`src/rtl/wb_write_queue_if.sv`:
```
// Write-back result handshake between the write-back mux (master) and the
// write queue (slave). A transfer completes on a rising clock edge where
// wb_valid_i and wb_ready_o are both high. The master holds wb_addr_i and
// wb_data_i stable while wb_valid_i is high. wb_ready_o does not depend on
// wb_valid_i.
interface wb_write_queue_if #(
  parameter int DATA_W = 32,
  parameter int ADDR_W = 5
);
  logic              wb_valid_i;
  logic              wb_ready_o;
  logic [ADDR_W-1:0] wb_addr_i;
  logic [DATA_W-1:0] wb_data_i;

  modport master (
    output wb_valid_i,
    output wb_addr_i,
    output wb_data_i,
    input  wb_ready_o
  );

  modport slave (
    input  wb_valid_i,
    input  wb_addr_i,
    input  wb_data_i,
    output wb_ready_o
  );
endinterface

```
`src/rtl/wb_write_queue.sv`:
```
// Write-back queue in front of the register file write port. Completed
// results are buffered in a small FIFO and drained one per cycle into a
// registered output stage (RDaddr_o/RDdata_o/RegWrite_o). Pending values,
// including the one currently in the output stage, are forwarded to the
// rs/rt decode lookups so reads stay coherent with uncommitted writes.
module wb_write_queue #(
  parameter int DEPTH  = 4,
  parameter int DATA_W = 32,
  parameter int ADDR_W = 5
) (
  input  logic                   clk_i,
  input  logic                   rst_i,
  wb_write_queue_if.slave        wb,
  input  logic                   drain_en_i,
  output logic [ADDR_W-1:0]      RDaddr_o,
  output logic [DATA_W-1:0]      RDdata_o,
  output logic                   RegWrite_o,
  input  logic [ADDR_W-1:0]      rs_addr_i,
  input  logic [ADDR_W-1:0]      rt_addr_i,
  output logic                   rs_hit_o,
  output logic [DATA_W-1:0]      rs_data_o,
  output logic                   rt_hit_o,
  output logic [DATA_W-1:0]      rt_data_o,
  output logic [$clog2(DEPTH):0] pending_o,
  output logic                   empty_o
);

  localparam int PW = $clog2(DEPTH);
  localparam int CW = PW + 1;

  logic [ADDR_W-1:0] addr_mem [DEPTH];
  logic [DATA_W-1:0] data_mem [DEPTH];
  logic [PW-1:0]     wr_ptr;
  logic [PW-1:0]     rd_ptr;
  logic [CW-1:0]     count;

  logic handshake;
  logic enq;
  logic deq;

  // No pass-through: a full queue refuses even if it drains this cycle.
  assign wb.wb_ready_o = (count != CW'(DEPTH));
  assign handshake     = wb.wb_valid_i && wb.wb_ready_o;
  // Writes to $0 complete the handshake but are dropped here.
  assign enq           = handshake && (wb.wb_addr_i != '0);
  assign deq           = (count != '0) && drain_en_i;

  assign pending_o = count;
  assign empty_o   = (count == '0) && !RegWrite_o;

  // Entry storage; contents are only meaningful inside the count window.
  always_ff @(posedge clk_i) begin
    if (enq) begin
      addr_mem[wr_ptr] <= wb.wb_addr_i;
      data_mem[wr_ptr] <= wb.wb_data_i;
    end
  end

  // Pointers, occupancy and the registered write-port stage.
  always_ff @(posedge clk_i or negedge rst_i) begin
    if (!rst_i) begin
      wr_ptr     <= '0;
      rd_ptr     <= '0;
      count      <= '0;
      RDaddr_o   <= '0;
      RDdata_o   <= '0;
      RegWrite_o <= 1'b0;
    end else begin
      if (enq) begin
        wr_ptr <= wr_ptr + PW'(1);
      end
      if (deq) begin
        RDaddr_o <= addr_mem[rd_ptr];
        RDdata_o <= data_mem[rd_ptr];
        rd_ptr   <= rd_ptr + PW'(1);
      end
      RegWrite_o <= deq;
      count      <= count + CW'(enq) - CW'(deq);
    end
  end

  // Forwarding: output stage first, then FIFO oldest to youngest, so the
  // youngest matching entry is the last one to overwrite the result.
  always_comb begin
    rs_hit_o  = 1'b0;
    rs_data_o = '0;
    rt_hit_o  = 1'b0;
    rt_data_o = '0;
    if (RegWrite_o) begin
      if ((rs_addr_i != '0) && (RDaddr_o == rs_addr_i)) begin
        rs_hit_o  = 1'b1;
        rs_data_o = RDdata_o;
      end
      if ((rt_addr_i != '0) && (RDaddr_o == rt_addr_i)) begin
        rt_hit_o  = 1'b1;
        rt_data_o = RDdata_o;
      end
    end
    for (int i = 0; i < DEPTH; i++) begin
      if (CW'(i) < count) begin
        if ((rs_addr_i != '0) && (addr_mem[rd_ptr + PW'(i)] == rs_addr_i)) begin
          rs_hit_o  = 1'b1;
          rs_data_o = data_mem[rd_ptr + PW'(i)];
        end
        if ((rt_addr_i != '0) && (addr_mem[rd_ptr + PW'(i)] == rt_addr_i)) begin
          rt_hit_o  = 1'b1;
          rt_data_o = data_mem[rd_ptr + PW'(i)];
        end
      end
    end
  end

endmodule

```
`src/flat_wrapper.sv`:
```
// flat-port wrapper written by rule: the top's interface ports become plain ports
module wb_write_queue_flat 
#(
  parameter int DEPTH  = 4,
  parameter int DATA_W = 32,
  parameter int ADDR_W = 5
)
  (clk_i, rst_i, drain_en_i, RDaddr_o, RDdata_o, RegWrite_o, rs_addr_i, rt_addr_i, rs_hit_o, rs_data_o, rt_hit_o, rt_data_o, pending_o, empty_o, wb_wb_valid_i, wb_wb_addr_i, wb_wb_data_i, wb_wb_ready_o);
  wb_write_queue_if #(.DATA_W(DATA_W), .ADDR_W(ADDR_W)) wb_i ();
  input  logic clk_i;
  input  logic rst_i;
  input  logic drain_en_i;
  output logic [ADDR_W-1:0] RDaddr_o;
  output logic [DATA_W-1:0] RDdata_o;
  output logic RegWrite_o;
  input  logic [ADDR_W-1:0] rs_addr_i;
  input  logic [ADDR_W-1:0] rt_addr_i;
  output logic rs_hit_o;
  output logic [DATA_W-1:0] rs_data_o;
  output logic rt_hit_o;
  output logic [DATA_W-1:0] rt_data_o;
  output logic [$clog2(DEPTH):0] pending_o;
  output logic empty_o;
  input wire logic [$bits(wb_i.wb_valid_i)-1:0] wb_wb_valid_i;
  input wire logic [$bits(wb_i.wb_addr_i)-1:0] wb_wb_addr_i;
  input wire logic [$bits(wb_i.wb_data_i)-1:0] wb_wb_data_i;
  output wire logic [$bits(wb_i.wb_ready_o)-1:0] wb_wb_ready_o;
  assign wb_i.wb_valid_i = wb_wb_valid_i;
  assign wb_i.wb_addr_i = wb_wb_addr_i;
  assign wb_i.wb_data_i = wb_wb_data_i;
  assign wb_wb_ready_o = wb_i.wb_ready_o;
  wb_write_queue #(.DEPTH(DEPTH), .DATA_W(DATA_W), .ADDR_W(ADDR_W)) u_core (.clk_i(clk_i), .rst_i(rst_i), .wb(wb_i), .drain_en_i(drain_en_i), .RDaddr_o(RDaddr_o), .RDdata_o(RDdata_o), .RegWrite_o(RegWrite_o), .rs_addr_i(rs_addr_i), .rt_addr_i(rt_addr_i), .rs_hit_o(rs_hit_o), .rs_data_o(rs_data_o), .rt_hit_o(rt_hit_o), .rt_data_o(rt_data_o), .pending_o(pending_o), .empty_o(empty_o));
endmodule
```
`config.mk`:
```
export PLATFORM = sky130hd
export DESIGN_NAME = wb_write_queue_flat
export DESIGN_NICKNAME = d
export VERILOG_FILES = /design/src/rtl/wb_write_queue_if.sv /design/src/rtl/wb_write_queue.sv /design/src/flat_wrapper.sv
export SDC_FILE = /design/constraint.sdc
export NUM_CORES = 1
export LEC_CHECK = 0
export ABC_AREA = 0
export CELL_PAD_IN_SITES_DETAIL_PLACEMENT = 1
export CELL_PAD_IN_SITES_GLOBAL_PLACEMENT = 1
export CORE_MARGIN = 5
export CORE_UTILIZATION = 32
export CTS_CLUSTER_SIZE = 28
export DETAILED_ROUTE_END_ITERATION = 7
export PLACE_DENSITY = 0.66
export SLEW_MARGIN = 20
export SYNTH_ARGS = -nofsm -noshare
export SYNTH_HDL_FRONTEND = slang
export SYNTH_SLANG_ARGS = --single-unit
```
`constraint.sdc`:
```
create_clock -name clk_i -period 4.1 [get_ports clk_i]
set_input_delay 1.025 -clock clk_i [delete_from_list [all_inputs] [get_ports clk_i]]
set_output_delay 1.025 -clock clk_i [all_outputs]
set_load 0.01 [all_outputs]
```
==> results of run 1 <==
==> kinds of logic (layout without fill, tap and decap cells) <==
family | after synthesis | count (layout) | share of synthesized area (%)
AO/OA/AOI/OAI | 280 | 280 | 16.4
XOR/XNOR | 52 | 52 | 3.71
adder cells (fa/ha/maj) | 9 | 9 | 0.977
buffers and inverters | 120 | 372 | 4.19
flip-flops | 193 | 193 | 45.3
multiplexers | 189 | 189 | 18.2
AND/OR/NAND/NOR | 323 | 323 | 11.2
==> synthesized netlist by cell type, drive strengths merged <==
| master | number | share of area [%] |
|---|---|---|
| nand2 | 186 | 5.7 |
| edfxtp | 148 | 36 |
| o21ai | 97 | 3.9 |
| mux2 | 96 | 8.8 |
| mux2i | 75 | 6.1 |
| nand3 | 67 | 2.7 |
| clkbuf | 65 | 2.0 |
| a221o | 64 | 5.2 |
| o221ai | 64 | 4.6 |
| dfrtp | 45 | 9.2 |
| buf | 43 | 1.8 |
| a21oi | 37 | 1.5 |
| nor2 | 37 | 1.1 |
| xnor2 | 32 | 2.3 |
| xor2 | 20 | 1.4 |
| mux4 | 18 | 3.3 |
| inv | 11 | 0.34 |
| nor3 | 10 | 0.41 |
| ha | 8 | 0.81 |
| and2 | 7 | 0.36 |
| nor4 | 6 | 0.36 |
| a211o | 5 | 0.36 |
| nand4 | 4 | 0.20 |
| a211oi | 2 | 0.12 |
| and3 | 2 | 0.10 |
| nand2b | 2 | 0.10 |
| o31ai | 2 | 0.12 |
| a2111oi | 1 | 0.071 |
| a21boi | 1 | 0.061 |
| a21o | 1 | 0.061 |
| a31oi | 1 | 0.051 |
| clkinv | 1 | 0.031 |
| fa | 1 | 0.16 |
| nor2b | 1 | 0.051 |
| o2111ai | 1 | 0.071 |
| o21a | 1 | 0.061 |
| o22ai | 1 | 0.051 |
| o31a | 1 | 0.071 |
| o41a | 1 | 0.092 |
| or4 | 1 | 0.061 |
==> per-layer routing <==
layer  up-vias  GRT usage, %
met4         2          6.11
met1      5607          27.2
met3        76          3.37
met2       304          36.7
li1       4947             -
met5         -             0
==> worst register-to-register path: cells and delay by family, from the launching register on <==
kind | cells | cell delay [ps]
compound gates | 1 | 670
xor+xnor | 1 | 170
fa+ha+maj | 3 | 830
buf+inv | 4 | 360
flops | 1 | 390
==> power groups by stage <==
stage / Combinational, W / Sequential (W) / Clock [W]
global placement: 0.00708 / 0.00309 / 0
floorplan: 0.00411 / 0.00308 / 0
CTS: 0.00732 / 0.00307 / 0.00170
finish: 0.00767 / 0.00308 / 0.00166
global route: 0.00828 / 0.00313 / 0.00179
detailed placement: 0.00725 / 0.00311 / 0
==> cell type report <==
type | count | share of cell area (%)
Multi-Input combinational cell | 853 | 41.1
Clock inverter | 14 | 0.815
Tap cell | 511 | 3.79
Timing Repair Buffer | 328 | 18.4
Sequential cell | 193 | 33.0
Clock buffer | 18 | 2.54
Inverter | 12 | 0.282
==> registers in the layout, summed over array words and instances, names as in the netlist <==
signal	count
u_core.data_mem	128
u_core.RegWrite_o	1
u_core.RDdata_o	32
u_core.pending_o	3
u_core.wr_ptr	2
u_core.RDaddr_o	5
u_core.rd_ptr	2
u_core.addr_mem	20
==> through the flow <==
step | setup slack (ps) | hold WS (ps)
2_1_floorplan | 24.6 | 580
3_3_place_gp | -1090 | 548
5_1_grt | -513 | 597
4_1_cts | -464 | 577
3_5_place_dp | -1100 | 554
6_report | -430 | 577
==> how the worst max path moves through the flow <==
stage / from / end / cells after the start
after global routing: u_core.rd_ptr[0] / rs_data_o[31] / 9
final: u_core.rd_ptr[0] / rs_data_o[15] / 9
after detailed placement: rs_addr_i[4] / rs_data_o[31] / 10
after floorplan: rs_addr_i[3] / rs_data_o[21] / 9
after CTS: u_core.rd_ptr[0] / rs_data_o[31] / 9
after global placement: rs_addr_i[4] / rs_data_o[31] / 10
==> repair_timing <==
item / CTS / global route
resized for setup: 346 / 88
setup endpoints to repair: 66 / 66
hold buffers: 0 / 0
gates cloned: 4 / 2
setup buffers: 15 / 10
endpoints found under the hold margin: 0 / 0
pin swaps: 9 / 54
==> PnR_summary.wiki, run 1 <==
{| class="wikitable"
! Metric !! Value
|-
| Number of violations of the max-capacitance limit || 0
|-
| Pin count of the biggest net entering global routing || 106
|-
| Register share of total power || 24.8%
|-
| Top layer reached by signal wires || met5
|-
| Worst hold path depth || 1
|-
| Via count normalized by instance count || 5.67
|-
| Number of buffers between clock root and the deepest sink || 2
|-
| Level count of the clock H-tree || 4
|-
| Maximum vdd drop || 403 uV
|-
| Syn Inst Count || 1166
|-
| Total number of vias || 10.9k
|-
| Vias in the first global route || 11.5k
|-
| Number of DRC markers after the initial detailed-route iteration || 641
|-
| Cell total after placement || 1868
|-
| Site Rows || 71
|-
| Clock root buffer || clkbuf_16
|-
| Most common cell type on the critical path || a211o_1
|-
| Kind of cell adding the most delay to the critical path || compound AO/OA/AOI/OAI gates
|-
| Overall die height || 206 um
|-
| Crit Path Max Fanout || 15
|-
| Detailed-routed wire length on met3 || 2140 um
|-
| Clk Latency, worst-skew pair || 470 ps
|-
| Most common library cell in the layout ignoring fill and taps || nand2_1
|-
| Core area || 0.0378 mm^2
|-
| Global-route wire length before repair || 68900 um
|-
| Startpoint of the lowest-slack hold path || u_core.RDdata_o[18]
|-
| Number of warnings issued by yosys || 0
|-
| Setup violations, final || 66
|-
| Pwr per Cell Area || 735 mW/mm^2
|-
| Clock tree from TritonCTS || yes
|-
| Final worst path period share || 110%
|-
| Number of buffer and inverter instances along the worst setup path || 2
|-
| Critical Path Sink Type || output port
|-
| Total routing usage reported by global routing || 21.1%
|-
| Int Power || 0.00691 W
|-
| Lkg Pwr || 6.32 nW
|-
| Number of routed nets with antenna violations || 0
|-
| Multi-input combinational cell area || 0.00695 mm^2
|-
| Die width || 206 um
|-
| Max Transition Viols Final || 0
|-
| Kind of launch point of the worst setup path || flip-flop
|-
| Number of different library cells in the post-synthesis netlist || 44
|-
| Die Area || 0.0424 mm^2
|-
| Congestion Overflow GR || 0
|-
| Critical register-to-register path endpoint || u_core.pending_o[2]
|-
| First-pass detailed-route iteration total || 5
|-
| Final setup slack of the worst path || -430 ps
|-
| RePlAce Congestion || 0.824
|-
| Clk pwr share || 13.4%
|-
| Failing checks || setup timing
|-
| Antenna violations before repair || 1
|-
| Switching share of power || 44.3%
|-
| Highest clock frequency the design can meet || 0.221 GHz
|-
| Cell Area, Synth || 0.0123 mm^2
|-
| Met1 Wirelength || 20200 um
|-
| Total Power Consumption || 0.0124 W
|-
| Clk slew on worst S/H paths || 80 ps
|-
| Setup TNS || -20580 ps
|-
| Post-layout minimum cycle time || 4530 ps
|-
| Post-route insts no fill || 1929
|-
| Avg Cell Area, Syn || 10.5 um^2
|-
| Type of the worst setup path || flip-flop to output port
|-
| Drt drc || 0
|-
| Sequential cell area || 0.00558 mm^2
|-
| Met2 wirelength from detailed routing || 23100 um
|-
| Number of buffers added by the clock tree synthesis step || 17
|-
| Clk_skew || 14.5 ps
|-
| Clock Sinks || 193
|-
| Data required time of the worst path || 3070 ps
|-
| Reg2Reg Launch Point || u_core.pending_o[0]
|-
| Relative slew margins || 33.7%
|-
| R2r worst-path depth || 9
|-
| Setup repair after global routing missed its margin || yes
|-
| Endpoint with the worst hold slack || u_core.RDdata_o[18]
|-
| Final instance area || 0.0169 mm^2
|-
| Worst-Margin Slew || 995 ps
|-
| Ant. Diodes || 0
|-
| Placement Cell Area || 0.0155 mm^2
|-
| I/O pins || 160
|-
| R2R Setup Slk || 1580 ps
|-
| Run status || finished, violations left
|-
| Switching power summed over all nets || 0.00550 W
|-
| Synthesis-to-finish area growth || 37.4%
|-
| Starting Density || 32.6%
|-
| Combinational share of power || 61.8%
|-
| Worst Hold Class || flip-flop to flip-flop
|-
| Net count, final || 1465
|-
| Most used cells in the layout excluding fill and tap cells || nand2_1 (185), edfxtp_1 (148), buf_4 (109)
|-
| Number of storage elements in the synthesis netlist || 193
|-
| Cell with the biggest individual delay on the critical path || mux4_2
|-
| Final hold viol count || 0
|-
| Final-layout fill cell count || 4113
|-
| Post-synthesis sequential area ratio || 45.3%
|-
| Post-detailed-routing wire length || 46600 um
|-
| Arrival time reported for the critical path endpoint || 3510 ps
|-
| Layout cell share with drive strength beyond 1 || 36.0%
|-
| Count of port buffers added during placement || 159
|-
| Avg WL per Cell || 24.1 um
|-
| Detail Placement HPWL || 30700 um
|-
| Delay of the slowest critical-path stage || 560 ps
|-
| Post-Synthesis Net Count || 1226
|-
| Critical path cell sequence || mux4_2 -> a211o_1 -> a211o_1 -> o41a_4 -> buf_12 -> a221o_1 -> nand3_2 -> o221ai_2 -> buf_2
|-
| Post-Route Utilization || 44.7%
|}
Note: power is estimated with default switching activity, not from simulation.
==> run 2: changes to the inputs <==
--- a/config.mk
+++ b/config.mk
@@ -6,6 +6,7 @@
 export NUM_CORES = 1
 export LEC_CHECK = 0
 export ABC_AREA = 0
+export ABC_CLOCK_PERIOD_IN_PS = 4100
 export CELL_PAD_IN_SITES_DETAIL_PLACEMENT = 1
 export CELL_PAD_IN_SITES_GLOBAL_PLACEMENT = 1
 export CORE_MARGIN = 5
==> results of run 2 <==
The final DEF is identical to that of run 1; final timing and power are the same.
